--- config.mk ---
export PLATFORM = sky130hd
export DESIGN_NAME = mc_ctrl_fsm
export DESIGN_NICKNAME = d
export VERILOG_FILES = /design/src/rtl/mc_ctrl_fsm_pkg.sv /design/src/rtl/mc_branch_cond.sv /design/src/rtl/mc_ctrl_fsm.sv
export SDC_FILE = /design/constraint.sdc
export NUM_CORES = 1
export LEC_CHECK = 0
export ABC_CLOCK_PERIOD_IN_PS = 1500
export CAP_MARGIN = 20
export CORE_UTILIZATION = 39
export DETAILED_ROUTE_END_ITERATION = 7
export GPL_TIMING_DRIVEN = 0
export PLACE_DENSITY_LB_ADDON = 0.3
export SYNTH_ARGS = -nofsm -noshare
export SYNTH_HDL_FRONTEND = slang
export SYNTH_SLANG_ARGS = --single-unit
--- constraint.sdc ---
create_clock -name clk -period 1.5 [get_ports clk]
set_input_delay 0.225 -clock clk [delete_from_list [all_inputs] [get_ports clk]]
set_output_delay 0.225 -clock clk [all_outputs]
set_load 0.005 [all_outputs]
--- src/rtl/mc_ctrl_fsm_pkg.sv ---
// Shared encodings for the RV32I multi-cycle control FSM: opcode classes,
// state codes, datapath mux codes and branch funct3 values.
package mc_ctrl_fsm_pkg;

    // Opcode-class codes double as the imm_option value, so they equal the opcodes
    localparam logic [6:0] RType     = 7'b0110011;
    localparam logic [6:0] IType     = 7'b0010011;
    localparam logic [6:0] LType     = 7'b0000011;
    localparam logic [6:0] SType     = 7'b0100011;
    localparam logic [6:0] BType     = 7'b1100011;
    localparam logic [6:0] jalType   = 7'b1101111;
    localparam logic [6:0] jalrType  = 7'b1100111;
    localparam logic [6:0] luiType   = 7'b0110111;
    localparam logic [6:0] auipcType = 7'b0010111;

    localparam logic [2:0] ST_FETCH  = 3'd0;
    localparam logic [2:0] ST_DECODE = 3'd1;
    localparam logic [2:0] ST_EXEC   = 3'd2;
    localparam logic [2:0] ST_MEM    = 3'd3;
    localparam logic [2:0] ST_WB     = 3'd4;
    localparam logic [2:0] ST_TRAP   = 3'd5;

    localparam logic [1:0] PC_PLUS4 = 2'd0;
    localparam logic [1:0] PC_IMM   = 2'd1;
    localparam logic [1:0] PC_ALU   = 2'd2;

    localparam logic [1:0] WB_ALU = 2'd0;
    localparam logic [1:0] WB_MEM = 2'd1;
    localparam logic [1:0] WB_PC4 = 2'd2;
    localparam logic [1:0] WB_IMM = 2'd3;

    localparam logic [1:0] A_RS1  = 2'd0;
    localparam logic [1:0] A_PC   = 2'd1;
    localparam logic [1:0] A_ZERO = 2'd2;
    localparam logic [1:0] B_RS2  = 2'd0;
    localparam logic [1:0] B_IMM  = 2'd1;
    localparam logic [1:0] B_FOUR = 2'd2;

    localparam logic [2:0] F3_BEQ  = 3'b000;
    localparam logic [2:0] F3_BNE  = 3'b001;
    localparam logic [2:0] F3_BLT  = 3'b100;
    localparam logic [2:0] F3_BGE  = 3'b101;
    localparam logic [2:0] F3_BLTU = 3'b110;
    localparam logic [2:0] F3_BGEU = 3'b111;

    function automatic logic is_legal_opcode(input logic [6:0] op);
        logic legal;
        case (op)
            RType, IType, LType, SType, BType,
            jalType, jalrType, luiType, auipcType: legal = 1'b1;
            default:                               legal = 1'b0;
        endcase
        return legal;
    endfunction

endpackage

--- src/rtl/mc_branch_cond.sv ---
// Branch resolution: maps funct3 and the ALU compare flags to taken / unsupported.
module mc_branch_cond
    import mc_ctrl_fsm_pkg::*;
(
    input  logic [2:0] funct3,
    input  logic       zero,
    input  logic       lt,
    input  logic       ltu,
    output logic       taken,
    output logic       illegal_funct3
);

    // funct3 010/011 have no branch meaning and fall to the default arm
    always_comb begin
        taken          = 1'b0;
        illegal_funct3 = 1'b0;
        case (funct3)
            F3_BEQ:  taken = zero;
            F3_BNE:  taken = !zero;
            F3_BLT:  taken = lt;
            F3_BGE:  taken = !lt;
            F3_BLTU: taken = ltu;
            F3_BGEU: taken = !ltu;
            default: illegal_funct3 = 1'b1;
        endcase
    end

endmodule

--- src/rtl/mc_ctrl_fsm.sv ---
// Multi-cycle RV32I control FSM: FETCH/DECODE/EXEC/MEM/WB sequencing with
// req/ack memory handshakes and a sticky TRAP for unsupported encodings.
module mc_ctrl_fsm
    import mc_ctrl_fsm_pkg::*;
#(
    parameter int unsigned RESET_PC_HOLD = 32'd0
) (
    input  logic       clk,
    input  logic       rst,
    input  logic [6:0] ir_opcode,
    input  logic [2:0] ir_funct3,
    input  logic       alu_zero,
    input  logic       alu_lt,
    input  logic       alu_ltu,
    input  logic       imem_ack,
    input  logic       dmem_ack,
    output logic       imem_req,
    output logic       dmem_req,
    output logic       dmem_we,
    output logic       ir_write,
    output logic [6:0] imm_option,
    output logic [1:0] alu_a_sel,
    output logic [1:0] alu_b_sel,
    output logic       alu_funct_en,
    output logic       reg_write,
    output logic [1:0] wb_sel,
    output logic       pc_write,
    output logic [1:0] pc_src,
    output logic       illegal,
    output logic [2:0] state_dbg
);

    localparam logic [1:0] HOLD_INIT = RESET_PC_HOLD[1:0];

    logic [2:0] state_r;
    logic [2:0] state_nxt_s;
    logic [1:0] hold_r;
    logic [6:0] opcode_r;
    logic [2:0] funct3_r;
    logic       illegal_r;
    logic       fetch_req_s;
    logic       ir_write_s;
    logic       is_store_s;
    logic       taken_s;
    logic       bad_funct3_s;

    mc_branch_cond u_branch_cond (
        .funct3         (funct3_r),
        .zero           (alu_zero),
        .lt             (alu_lt),
        .ltu            (alu_ltu),
        .taken          (taken_s),
        .illegal_funct3 (bad_funct3_s)
    );

    // rst masks the fetch handshake so no request is visible while held in reset
    assign fetch_req_s = (state_r == ST_FETCH) && (hold_r == 2'd0) && !rst;
    assign ir_write_s  = fetch_req_s && imem_ack;
    assign is_store_s  = (opcode_r == SType);

    assign imem_req  = fetch_req_s;
    assign ir_write  = ir_write_s;
    assign illegal   = illegal_r;
    assign state_dbg = state_r;

    // Next-state selection
    always_comb begin
        state_nxt_s = state_r;
        case (state_r)
            ST_FETCH: begin
                state_nxt_s = ir_write_s ? ST_DECODE : ST_FETCH;
            end
            ST_DECODE: begin
                if (opcode_r == luiType) begin
                    state_nxt_s = ST_WB;
                end else if (is_legal_opcode(opcode_r)) begin
                    state_nxt_s = ST_EXEC;
                end else begin
                    state_nxt_s = ST_TRAP;
                end
            end
            ST_EXEC: begin
                if (opcode_r == BType) begin
                    state_nxt_s = bad_funct3_s ? ST_TRAP : ST_FETCH;
                end else if ((opcode_r == LType) || is_store_s) begin
                    state_nxt_s = ST_MEM;
                end else begin
                    state_nxt_s = ST_WB;
                end
            end
            ST_MEM: begin
                if (dmem_ack) begin
                    state_nxt_s = is_store_s ? ST_FETCH : ST_WB;
                end else begin
                    state_nxt_s = ST_MEM;
                end
            end
            ST_WB:   state_nxt_s = ST_FETCH;
            ST_TRAP: state_nxt_s = ST_TRAP;
            default: state_nxt_s = ST_FETCH;
        endcase
    end

    // State, post-reset fetch hold, latched instruction fields and sticky illegal flag
    always_ff @(posedge clk or posedge rst) begin
        if (rst) begin
            state_r   <= ST_FETCH;
            hold_r    <= HOLD_INIT;
            opcode_r  <= 7'd0;
            funct3_r  <= 3'd0;
            illegal_r <= 1'b0;
        end else begin
            state_r <= state_nxt_s;
            if ((state_r == ST_FETCH) && (hold_r != 2'd0)) begin
                hold_r <= hold_r - 2'd1;
            end
            if (ir_write_s) begin
                opcode_r <= ir_opcode;
                funct3_r <= ir_funct3;
            end
            if (state_nxt_s == ST_TRAP) begin
                illegal_r <= 1'b1;
            end
        end
    end

    // Datapath controls decoded from state and latched opcode; ack-qualified strobes pass through
    always_comb begin
        imm_option   = 7'd0;
        alu_a_sel    = A_RS1;
        alu_b_sel    = B_RS2;
        alu_funct_en = 1'b0;
        reg_write    = 1'b0;
        wb_sel       = WB_ALU;
        pc_write     = 1'b0;
        pc_src       = PC_PLUS4;
        dmem_req     = 1'b0;
        dmem_we      = 1'b0;
        case (state_r)
            ST_DECODE: imm_option = opcode_r;
            ST_EXEC: begin
                imm_option = opcode_r;
                case (opcode_r)
                    RType: alu_funct_en = 1'b1;
                    IType: begin
                        alu_b_sel    = B_IMM;
                        alu_funct_en = 1'b1;
                    end
                    LType, SType, jalrType: alu_b_sel = B_IMM;
                    auipcType: begin
                        alu_a_sel = A_PC;
                        alu_b_sel = B_IMM;
                    end
                    BType: begin
                        pc_write = !bad_funct3_s;
                        pc_src   = taken_s ? PC_IMM : PC_PLUS4;
                    end
                    default: alu_funct_en = 1'b0;
                endcase
            end
            ST_MEM: begin
                dmem_req = 1'b1;
                dmem_we  = is_store_s;
                pc_write = is_store_s && dmem_ack;
            end
            ST_WB: begin
                reg_write = 1'b1;
                pc_write  = 1'b1;
                case (opcode_r)
                    LType:    wb_sel = WB_MEM;
                    jalType: begin
                        wb_sel = WB_PC4;
                        pc_src = PC_IMM;
                    end
                    jalrType: begin
                        wb_sel = WB_PC4;
                        pc_src = PC_ALU;
                    end
                    luiType:  wb_sel = WB_IMM;
                    default:  wb_sel = WB_ALU;
                endcase
            end
            default: imm_option = 7'd0;
        endcase
    end

endmodule

# After elaboration in Yosys (flattened, before gate mapping)
# Index checks and enable logic that the tools add are counted.
# word_totals
register_bits,16
input_bits,17
output_inout_bits,26
# classes
n_addsub,1
eq_ne,20
muxes,31
reduce_logical,20
# op_table
operator,n
equality test 3 bit (second input constant),7
equality test 7 x 6 -> 1 bit (second input constant),3
equality test 7 bit (second input constant),3
two-way mux 3 bit,7
two-way mux 1 bit,16
case mux 3 bit (5 select lines),1
equality test 7 x 5 -> 1 bit (second input constant),2
OR reduction 9 bit,1
case mux 2 bit (2 select lines),2
equality test 7 x 2 -> 1 bit (second input constant),1
two-way mux 7 bit,1
equality test 3 x 1 -> 1 bit (second input constant),2
equality test 3 x 2 -> 1 bit (second input constant),2
logical NOT 3 bit,2
case mux 1 bit (6 select lines),1
case mux 2 bit (3 select lines),1
OR reduction 2 bit,3
OR reduction 6 bit,1
logical AND 1 bit,5
OR reduction 5 bit,1
logical NOT 1 bit,4
case mux 1 bit (3 select lines),1
logical NOT 2 bit,1
two-way mux 2 bit,1
other kinds (3),3

# Longest topological paths before layout
# logic_depth
ltp_word,9
ltp_mapped,8

# By module
# Synthesis repeated with hierarchy kept, for this count alone.
# hier_totals
hier_cells,131
hier_area_um2,1234.9
# modules_own_cells
mod,n_inst,cells_per_inst,area_each_um2,seq_area_each_um2
mc_ctrl_fsm,1,125,1188.6,400.4
mc_branch_cond,1,6,46.3,0.0

# Least setup slack after synthesis
# OpenSTA, ideal clock, no wires.
# synth_path
kind,input port to flip-flop
startpoint,input port rst
endpoint,register funct3_r[0]
setup_time_ps,125
t_arrival_ps,1580
required_ps,1375
setup_slack_ps,-205
stages,6
path_buffers,1
cell_sequence,inv_1 -> and4b_1 -> nand2_1 -> inv_1 -> buf_2 -> mux2_2
# synth_between
elab_chain_cells,3
# synth_lines
item,line,rtl
start: declaration,mc_ctrl_fsm.sv:9,"input logic rst,"
logical NOT 1 bit (no line),n/a,
logical AND 1 bit,mc_ctrl_fsm.sv:57,assign fetch_req_s = (state_r == ST_FETCH) && (hold_r == 2'd0) && !rst;
net imem_req,mc_ctrl_fsm.sv:17,"output logic imem_req,"
logical AND 1 bit,mc_ctrl_fsm.sv:58,assign ir_write_s = fetch_req_s && imem_ack;
net ir_write,mc_ctrl_fsm.sv:20,"output logic ir_write,"
end signal: assignment,mc_ctrl_fsm.sv:119,funct3_r <= ir_funct3;
end: declaration,mc_ctrl_fsm.sv:39,logic [2:0] funct3_r;
# The timed path passes the listed nets, and every way through them passes these cells.
# A chain may end at the register's enable or synchronous reset.

# Final worst setup path
# layout_path
startpoint,register opcode_r[4]
endpoint,register illegal_r (netlist: illegal)
# layout_between
elab_chain_cells,9
# layout_lines
item,line,rtl
start: declaration,mc_ctrl_fsm.sv:38,logic [6:0] opcode_r;
start signal: assignment,mc_ctrl_fsm.sv:118,opcode_r <= ir_opcode;
equality test 7 x 6 -> 1 bit (tied with other cells),"mc_ctrl_fsm_pkg.sv:48, mc_ctrl_fsm.sv:59",
OR reduction 9 bit,mc_ctrl_fsm_pkg.sv:48,case (op)
two-way mux 1 bit,mc_ctrl_fsm_pkg.sv:48,
two-way mux 1 bit,mc_ctrl_fsm.sv:74,if (opcode_r == luiType) begin
two-way mux 1 bit,mc_ctrl_fsm.sv:69,case (state_r)
two-way mux 3 bit,mc_ctrl_fsm.sv:76,end else if (is_legal_opcode(opcode_r)) begin
two-way mux 3 bit,mc_ctrl_fsm.sv:74,
case mux 3 bit (5 select lines) *,mc_ctrl_fsm.sv:69,
net state_nxt_s[2],mc_ctrl_fsm.sv:36,logic [2:0] state_nxt_s;
equality test 3 bit *,mc_ctrl_fsm.sv:121,if (state_nxt_s == ST_TRAP) begin
end signal: assignment,mc_ctrl_fsm.sv:111,illegal_r <= 1'b0;
end signal: assignment,mc_ctrl_fsm.sv:122,illegal_r <= 1'b1;
end: declaration,mc_ctrl_fsm.sv:40,logic illegal_r;
# The timed path passes the listed nets; every way through them passes the cells marked *. The select of a mux whose other input is x is not followed.

==> run_results.csv <==
group,metric,value,unit
synthesis,netlist.area_leader.share,36.4,%
synthesis,netlist_instances,116,
power,p_leak,1.05,nW
synthesis,synth_simple_gate_area_share,30.8,%
worst_hold_path,min_path_type,"in2async",
routing,drt-met1-wl,1.92,mm
power,swShare,41.1,%
power,powerDensity,1700,nW/µm²
sta,finalClockSkew,11.4,ps
synthesis,synth_xor_area_share,2.39,%
sta,finalSetupViolCount,32,
power,max-vdd-ir-drop,1.62,mV
sta,fin_crit_sh,128,%
routing,postRouteWirelength,4.87,mm
synthesis,synth_top_family_by_area,"simple AND/OR/NAND/NOR gates",
clock_tree,htreeDepth,1,
cells_and_area,final_core_util,86.3,%
flow_run,maxCapViolations,0,
critical_path,crit_type,"reg2reg",
synthesis,avgSynthCellArea,9.49,µm²
cells_and_area,areaGrowthSynthToFinish,101,%
critical_path,crit_buf_inv,2,
critical_path,cp.arrival,2100,ps
synthesis,synth_compound_area_share,11.1,%
critical_path,r2r_setup_slack,-420,ps
floorplanning,io_pins,43,
synthesis,yosysSeqAreaShare,36.4,%
routing,drt_first_iter_violations,27,
power,total_power,3.76,mW
power,pwr-share-seq,22.2,%
floorplanning,fp.dieW,55.1,µm
routing,routed-via-count,1327,
clock_tree,hold_buffers,0,
synthesis,ys_ff_latch,16,
synthesis,synth_area_leaders,"dfrtp_1, mux2_2, nor2b_1",
synthesis,ys_warn_count,0,
routing,dr_wl_met2,2.48,mm
power,power.share.clock,7.6,%
routing,met3_length,277,µm
grt,grtUsageTotal,30.1,%
grt,grt_pass1_vias,1275,
floorplanning,start_util,42.9,%
critical_path,end_kind,"register",
floorplanning,die_y,55.1,µm
critical_path,cp_max_fo,4,
synthesis,synth_area,1100,µm²
critical_path,slowest_stage,"dfrtp_2",
clock_tree,cts-root-buf,"clkbuf_4",
synthesis,synth_adder_area_share,1.14,%
clock_tree,cts_tree,"yes",
synthesis,ys_types,41,
synthesis,synth_common_cells,"dfrtp_1, mux2_2, nor2_1",
placement,port_buffers,40,
critical_path,worstSetupStartpointType,"register",
clock_tree,cts.path.max_buffers,2,
sta,fin_crit,1920,ps
routing,avgViaCountPerCell,5.58,
sta,final_max_slew_viol_count,0,
synthesis,synth_edf_count,0,
routing,dr.max_layer_used,"met4",
power,p_comb_share,70.1,%
sta,max_freq,0.521,GHz
floorplanning,core_region_area,2570,µm²
sta,setup_slack,-420,ps
routing,firstDrtPassIters,4,
sta,rsz0062_at_grt,"yes",
routing,drc_errors,0,
power,internal-power,2.21,mW
critical_path,path_delay_family,"simple AND/OR/NAND/NOR gates",
routing,wl_per_cell,20.4,µm
critical_path,cpPeakStageDelay,430,ps
status,status,"finished, violations left",
clock_tree,path_clk_slew,100,ps
synthesis,synthFlopType,"dfrtp_1",
placement,place.gp.congestion,0.862,
placement,dp_hpwl,1.94,mm
sta,final_hold_viol_count,0,
grt,grt_pass1_wl,6.13,mm
grt,antenna_found_initial,0,
cells_and_area,drive_above_1_share,64.9,%
routing,postRouteAntennaNets,0,
power,power_switching,1.54,mW
synthesis,synth_most_common_cell,"dfrtp_1",
clock_tree,clock_latency,290,ps
floorplanning,num_rows,18,
cells_and_area,final_nets,227,
sta,hold_ws,320,ps
status,violations,"setup timing",
grt,grt_max_degree,17,
synthesis,synth_top_cell_by_area,"dfrtp_1",
cells_and_area,n_antenna_cell,0,
grt,gr-total-overflow,0,
critical_path,worstPathCellList,"and2b_2, nand3b_1, buf_6, buf_4, nor3_1, nor4_1, a211o_1, a21o_1",
clock_tree,numCtsBuffers,3,
floorplanning,dieArea,3040,µm²
critical_path,required,1680,ps
clock_tree,cts_sinks,16,
synthesis,postSynth.asyncResetShare,100,%
synthesis,synthMuxAreaShare,11.0,%
==> layout make-up <==
type	instances	area, µm²
sequential	16	409
buffer	6	67.6
tap	30	37.5
clock buffer	4	36.3
inverter	8	38.8
multi-input combinational	86	843
fill	124	353
timing repair buffer	88	782
==> timing repair <==
item                       in CTS  in global routing
cloned                          1                  0
pin swaps                      21                 12
buffers inserted               35                 15
hold endpoints to repair        0                  0
setup endpoints to repair      35                 36
resized for setup             145                 25
==> metal layers <==
layer | vias up | global-route usage [%]
met3 | 22 | 4.64
met2 | 68 | 53.4
met1 | 651 | 33.8
li1 | 586 | -
met4 | 0 | 17.5
met5 | - | 0
==> registers in the layout (all words and copies together) (netlist names) <==
name	flops
funct3_r	3
hold_r	2
illegal	1
opcode_r	7
state_dbg	3
==> cells by family after synthesis <==
group	after synthesis
buffers and inverters	15
multiplexers	11
flip-flops	16
adder cells (fa/ha/maj)	1
AND/OR/NAND/NOR	52
XOR/XNOR	3
other	1
AO/OA/AOI/OAI	17
==> layout by cell type, fill, tap and decap left out, types with 2 or more instances in the layout <==
cell / instances
nand3b_1: 2
buf_4: 29
mux2i_1: 2
nor2_1: 3
dlygate4sd2_1: 2
a211oi_2: 2
xor2_1: 2
clkbuf_4: 3
a211o_1: 3
inv_2: 4
nor2_2: 2
buf_8: 3
mux2_4: 8
dfrtp_1: 9
nand2_4: 2
conb_1: 2
nor2_4: 4
buf_2: 15
nand2b_1: 4
inv_4: 2
nand3_2: 2
nand2_2: 2
and3_1: 3
a21oi_2: 2
buf_6: 25
clkdlybuf4s50_1: 18
a21oi_1: 2
nor2b_1: 7
dfrtp_2: 7
==> metrics by stage <==
stage	instance area, µm²	cells	TNS [ps]	worst slack [ps]
finish	2210	238	-8990	-420
global route	2210	238	-10940	-519
CTS	2060	226	-7470	-378
detailed placement	1590	187	-16180	-935
global placement	1590	187	-15420	-920
floorplan	1150	117	-397	-105
==> worst paths after layout <==
| kind | cells after the start | to | start |
|---|---|---|---|
| setup reg to reg | 8 | illegal | opcode_r[4] |
| min in group clk | 1 | illegal | illegal |
| setup / recovery | 8 | illegal | opcode_r[4] |
| max in group asynchronous | 3 | opcode_r[3] | rst |
| hold / removal | 3 | opcode_r[5] | rst |
| hold reg to reg | 1 | illegal | illegal |
==> worst reg2reg max path, delay by kind of cell, from the launching register on <==
family | cells | cell delay, ps
and+or+nand+nor | 4 | 630
DFF | 1 | 430
buffers and inverters | 2 | 270
AOI/OAI and AO/OA | 2 | 480
==> power groups by stage <==
stage          sequential, mW  combinational [mW]  clock [mW]
5_1_grt                 0.850                2.75       0.314
3_3_place_gp            0.800                1.45           0
4_1_cts                 0.780                2.19       0.291
2_1_floorplan           0.773                1.00           0
3_5_place_dp            0.805                1.48           0
6_report                0.836                2.63       0.287
Power figures use the tool's default switching activity.
